<file path="config.mk">
export PLATFORM = sky130hd
export DESIGN_NAME = trace_retire_buffer
export DESIGN_NICKNAME = d
export VERILOG_FILES = /design/src/rtl/trace_retire_buffer.sv
export SDC_FILE = /design/constraint.sdc
export NUM_CORES = 2
export LEC_CHECK = 0
export ABC_AREA = 0
export CAP_MARGIN = 25
export CORE_MARGIN = 2
export CORE_UTILIZATION = 55
export DETAILED_ROUTE_END_ITERATION = 8
export PLACE_DENSITY = 0.76
export SYNTH_ARGS = -nofsm -noshare
export SYNTH_HDL_FRONTEND = slang
export SYNTH_SLANG_ARGS = --single-unit
</file>
<file path="constraint.sdc">
create_clock -name clk -period 31.8 [get_ports clk]
set_input_delay 7.95 -clock clk [delete_from_list [all_inputs] [get_ports clk]]
set_output_delay 7.95 -clock clk [all_outputs]
set_load 0.005 [all_outputs]
</file>
<file path="src/rtl/trace_retire_buffer.sv">
// Normalises one retirement event per cycle and queues it for the instruction tracer.
// Latency: 1 cycle from ret_valid_i to trc_valid_o; head is fall-through from registered storage.
// Backpressure: the core is never stalled; events arriving while full (and not popping) are dropped and counted.
module trace_retire_buffer #(
    parameter int DEPTH  = 8,
    parameter int CYC_W  = 32,
    parameter int DROP_W = 16
) (
    input  logic              clk,
    input  logic              reset_n,
    input  logic              ret_valid_i,
    input  logic [31:0]       ret_pc_i,
    input  logic [31:0]       ret_insn_i,
    input  logic [4:0]        ret_rd_addr_i,
    input  logic              ret_rd_we_i,
    input  logic [31:0]       ret_rd_wdata_i,
    input  logic [31:0]       ret_mem_addr_i,
    input  logic              ret_mem_re_i,
    input  logic              ret_mem_we_i,
    input  logic [31:0]       ret_mem_data_i,
    input  logic              clear_i,
    output logic              trc_valid_o,
    input  logic              trc_ready_i,
    output logic [31:0]       trc_pc_o,
    output logic [31:0]       trc_insn_o,
    output logic              trc_compressed_o,
    output logic [4:0]        trc_rd_addr_o,
    output logic              trc_rd_we_o,
    output logic [31:0]       trc_rd_wdata_o,
    output logic [31:0]       trc_mem_addr_o,
    output logic              trc_mem_re_o,
    output logic              trc_mem_we_o,
    output logic [31:0]       trc_mem_data_o,
    output logic [CYC_W-1:0]  trc_cycle_o,
    output logic [CYC_W-1:0]  trc_seq_o,
    output logic              almost_full_o,
    output logic              overflow_o,
    output logic [DROP_W-1:0] drop_cnt_o
);

    localparam int AW = (DEPTH > 1) ? $clog2(DEPTH) : 1;
    localparam int CW = $clog2(DEPTH + 1);

    typedef struct packed {
        logic [31:0]      pc;
        logic [31:0]      insn;
        logic             compressed;
        logic [4:0]       rd_addr;
        logic             rd_we;
        logic [31:0]      rd_wdata;
        logic [31:0]      mem_addr;
        logic             mem_re;
        logic             mem_we;
        logic [31:0]      mem_data;
        logic [CYC_W-1:0] cycle;
        logic [CYC_W-1:0] seq;
    } entry_t;

    entry_t            mem_q [DEPTH];
    entry_t            push_ent;
    entry_t            head_ent;
    logic [AW-1:0]     wr_ptr;
    logic [AW-1:0]     rd_ptr;
    logic [CW-1:0]     count;
    logic [CW-1:0]     count_next;
    logic [CYC_W-1:0]  cyc_cnt;
    logic [CYC_W-1:0]  seq_cnt;
    logic              almost_full_q;
    logic              overflow_q;
    logic [DROP_W-1:0] drop_cnt_q;
    logic              full;
    logic              empty;
    logic              pop;
    logic              push;
    logic              drop;

    assign full  = (count == CW'(DEPTH));
    assign empty = (count == '0);
    assign pop   = !empty && trc_ready_i;
    assign push  = ret_valid_i && (!full || pop);
    assign drop  = ret_valid_i && full && !pop;

    // Build the normalised entry: compressed detect, x0 write squash, unused memory fields zeroed.
    always_comb begin
        push_ent            = '0;
        push_ent.pc         = ret_pc_i;
        push_ent.rd_addr    = ret_rd_addr_i;
        push_ent.mem_re     = ret_mem_re_i;
        push_ent.mem_we     = ret_mem_we_i;
        push_ent.cycle      = cyc_cnt;
        push_ent.seq        = seq_cnt;
        if (ret_insn_i[1:0] != 2'b11) begin
            push_ent.compressed = 1'b1;
            push_ent.insn       = {16'h0000, ret_insn_i[15:0]};
        end else begin
            push_ent.compressed = 1'b0;
            push_ent.insn       = ret_insn_i;
        end
        push_ent.rd_we = ret_rd_we_i && (ret_rd_addr_i != 5'd0);
        if (push_ent.rd_we) begin
            push_ent.rd_wdata = ret_rd_wdata_i;
        end
        if (ret_mem_re_i || ret_mem_we_i) begin
            push_ent.mem_addr = ret_mem_addr_i;
            push_ent.mem_data = ret_mem_data_i;
        end
    end

    // Occupancy after this cycle's push/pop; drives the registered almost-full flag.
    always_comb begin
        count_next = count;
        case ({push, pop})
            2'b10:   count_next = count + CW'(1);
            2'b01:   count_next = count - CW'(1);
            default: count_next = count;
        endcase
    end

    // Entry storage is not reset; the outputs are masked while the FIFO is empty.
    always_ff @(posedge clk) begin
        if (push) begin
            mem_q[wr_ptr] <= push_ent;
        end
    end

    // Pointers, occupancy and almost-full flag.
    always_ff @(posedge clk or negedge reset_n) begin
        if (!reset_n) begin
            wr_ptr        <= '0;
            rd_ptr        <= '0;
            count         <= '0;
            almost_full_q <= 1'b0;
        end else begin
            if (push) wr_ptr <= wr_ptr + AW'(1);
            if (pop)  rd_ptr <= rd_ptr + AW'(1);
            count         <= count_next;
            almost_full_q <= (count_next >= CW'(DEPTH - 1));
        end
    end

    // Free-running cycle stamp and per-accepted-event sequence number.
    always_ff @(posedge clk or negedge reset_n) begin
        if (!reset_n) begin
            cyc_cnt <= '0;
            seq_cnt <= '0;
        end else begin
            cyc_cnt <= cyc_cnt + CYC_W'(1);
            if (push) seq_cnt <= seq_cnt + CYC_W'(1);
        end
    end

    // Sticky overflow and saturating drop count; a drop coinciding with clear counts as the first.
    always_ff @(posedge clk or negedge reset_n) begin
        if (!reset_n) begin
            overflow_q <= 1'b0;
            drop_cnt_q <= '0;
        end else if (clear_i) begin
            overflow_q <= drop;
            drop_cnt_q <= drop ? DROP_W'(1) : '0;
        end else if (drop) begin
            overflow_q <= 1'b1;
            if (drop_cnt_q != '1) drop_cnt_q <= drop_cnt_q + DROP_W'(1);
        end
    end

    assign head_ent         = empty ? '0 : mem_q[rd_ptr];
    assign trc_valid_o      = !empty;
    assign trc_pc_o         = head_ent.pc;
    assign trc_insn_o       = head_ent.insn;
    assign trc_compressed_o = head_ent.compressed;
    assign trc_rd_addr_o    = head_ent.rd_addr;
    assign trc_rd_we_o      = head_ent.rd_we;
    assign trc_rd_wdata_o   = head_ent.rd_wdata;
    assign trc_mem_addr_o   = head_ent.mem_addr;
    assign trc_mem_re_o     = head_ent.mem_re;
    assign trc_mem_we_o     = head_ent.mem_we;
    assign trc_mem_data_o   = head_ent.mem_data;
    assign trc_cycle_o      = head_ent.cycle;
    assign trc_seq_o        = head_ent.seq;
    assign almost_full_o    = almost_full_q;
    assign overflow_o       = overflow_q;
    assign drop_cnt_o       = drop_cnt_q;

endmodule

</file>
==> run metrics <==
top-count cell post-synth edfxtp_1; Die H 374 um; GRT Util Overall 23.2%; H-Tree Depth 4; port buffer count 424; Synth area leaders edfxtp_1 (74%), mux4_2 (14%), mux2i_1 (3.1%); Post-CTS Setup Inserts 0; hold_buf cts 0; Area Growth Syn to Fin 16.8%; Clock Sinks 1956; largest net degree at the start of global routing 137; Leak 29.2 nW; share of flip-flops with an asynchronous set or reset 4.70%; maxcap violations 0; antenna violations before repair 10; # IOs 425; first-pass GRT wire length 240 mm; setup tns final 0 ns; crit-path max FO 48; min Tclk post-route 14.63 ns; die area 140000 um2; Tcrit/Tclk final 46.0%; Via density 6.08; multi-input logic area 16500 um2; Seq/Total Area, Yosys 77.2%; outcome finished clean; DRC 0; TritonCTS clock tree built; VDD IR max 0.0000774 V; PD cells 92.8 nW/um2; # nets final 4164; critical setup path kind reg -> out; Site Rows 135; clk slew on worst S/H paths 0.06 ns; Routed Antenna Nets 0; WL/cell 27.0 um; commonest cells in the synthesized netlist edfxtp_1 (1864), mux4_2 (466), nor2_1 (266); synth warn 0; Distinct cells, synth 49; Slew Viols, Final 0; CTS Buffer Depth 3; Slew HR 23.7%; share of layout cells above drive strength 1 19.9%; 1st-iter DRT viols 3450; number of global-route vias before repair 37600; synthesized net count 3666; Root Buffer clkbuf_16; routed wire length 160 mm; 1st-pass router iterations 5; final setup fails 0; flops & latches, synth 1956; HP Class reg -> reg; WL met3 12.4 mm; worst path required time 23.85 ns; fillcell total 8659; die width 374 um; number of synthesized flops with an enable pin 1864; Synth Instances 3487; CP Data Arrival Time 6.68 ns; final non-filler cell total 5934; Mean Syn Cell Area 21.6 um2; Main synth FF type edfxtp_1; Clk Latency, worst-skew pair 0.84 ns; Startpoint Class register; DRT met1 WL 62.7 mm; Reg area 58300 um2; starting density of the core 55.6%; # placed instances 5573; GP Congestion 0.765; PostCTS Resize Cnt 0; Worst Tran Pin Value 1.14 ns; top cell type's share of synthesized area 74.2%; cell taking the most area after synthesis edfxtp_1; synthesized area 75400 um2; final hold vios 0; grt ovf 0; Fmax 68.4 MHz; detailed placement HPWL 82.5 mm; DR top layer met5; metal2 WL 81.7 mm; Worst Skew 0.0331 ns; RSZ-0062 raised after global routing false; crit end category output port; total core area 136000 um2; via count 36100; number of CTS-inserted buffers 188
-- path summary, 6_finish.rpt --
path                                 start        endpoint  slack (ns)  cells after the start
worst max-delay path             rd_ptr[0]  trc_insn_o[31]       17.17                      8
worst min-delay path            overflow_o      overflow_o        0.55                      2
worst max register to register    count[0]   mem_q[3][136]       27.01                      7
worst min register to register  overflow_o      overflow_o        0.55                      2
max in group asynchronous          reset_n       rd_ptr[2]       23.37                      2
min in group asynchronous          reset_n     cyc_cnt[24]        7.06                      1
-- cell type report --
| cell class | count | area share [%] |
|---|---|---|
| inverter | 9 | 0.0383 |
| timing repair buffer | 483 | 5.59 |
| tap | 1781 | 2.53 |
| clock buffer | 248 | 5.74 |
| multi-input combinational | 1347 | 18.7 |
| sequential | 1956 | 66.1 |
| antenna | 7 | 0.0199 |
| clock inverter | 103 | 1.24 |
-- placed cells by master (no fill, tap or decap), types with 5 or more instances in the layout --
| cell type | count |
|---|---|
| xor2_1 | 19 |
| clkinv_2 | 34 |
| ha_1 | 6 |
| clkbuf_8 | 9 |
| and4_1 | 9 |
| clkinvlp_4 | 5 |
| clkinv_1 | 33 |
| nor2_4 | 5 |
| clkbuf_16 | 190 |
| and2_1 | 36 |
| nor2_1 | 262 |
| nor3_1 | 7 |
| mux4_2 | 466 |
| diode_2 | 7 |
| nand3_1 | 33 |
| clkdlybuf4s50_1 | 423 |
| clkinv_16 | 6 |
| edfxtp_1 | 1864 |
| mux2i_1 | 234 |
| nor2b_1 | 65 |
| nand2_1 | 44 |
| buf_4 | 43 |
| buf_12 | 11 |
| nor4_2 | 6 |
| buf_16 | 5 |
| bufinv_16 | 15 |
| dfrtp_1 | 89 |
| clkbuf_1 | 49 |
| and3_1 | 26 |
| xnor2_1 | 61 |
| inv_1 | 8 |
| nand4_1 | 14 |
-- worst max-delay path, cell delays in order (launching register included) --
cell             delay [ns]
dfrtp_4                0.91
buf_4                  0.82
buf_4                  0.79
buf_4                  0.82
buf_4                  0.82
mux4_2                 0.61
mux2i_1                0.24
nor2_1                 0.08
clkdlybuf4s50_1        0.49
-- report_power, final --
part           internal (mW)  leakage [nW]  total [mW]  switching [mW]
clock                   1.25          2.99        2.19           0.942
combinational           1.33          7.84        2.63            1.30
sequential              3.21          18.4        3.36           0.142
total                   5.79          29.2        8.18            2.38
-- registers in the layout, indices dropped and copies added (netlist names) --
signal and count:
overflow_o 1, drop_cnt_o 16, wr_ptr 3, count 4, rd_ptr 3, seq_cnt 32, cyc_cnt 32, mem_q 1864
almost_full_o 1
-- routing by layer --
layer / vias up / track usage, %
met3: 234 / 5.12
met4: 8 / 6.79
met5: - / 0
met2: 1494 / 38.3
li1: 15300 / -
met1: 19100 / 31.3
-- per-stage QoR --
step	setup slack, ns	hold WS, ns	cell area [um2]	util, %	power (mW)
2_1_floorplan	6.33	0.517	75400	-	5.01
3_3_place_gp	17.79	0.524	81800	60.2	6.00
3_5_place_dp	17.75	0.533	81900	60.3	6.04
4_1_cts	16.85	0.551	88000	64.8	8.25
5_1_grt	16.50	0.592	88100	64.9	8.52
6_report	17.17	0.555	88100	64.9	8.18
-- cells by family (layout without fill, tap and decap cells) --
logic type	after synthesis	count (layout)	share of synthesized area, %
flip-flops	1956	1956	77.2
multiplexers	701	701	17.0
AND/OR/NAND/NOR	532	532	3.43
buffers and inverters	184	843	1.00
XOR/XNOR	80	80	0.929
AO/OA/AOI/OAI	28	28	0.262
adder cells (fa/ha/maj)	6	6	0.0995
other	0	7	0
No activity file was read; power rests on OpenSTA's default activity.
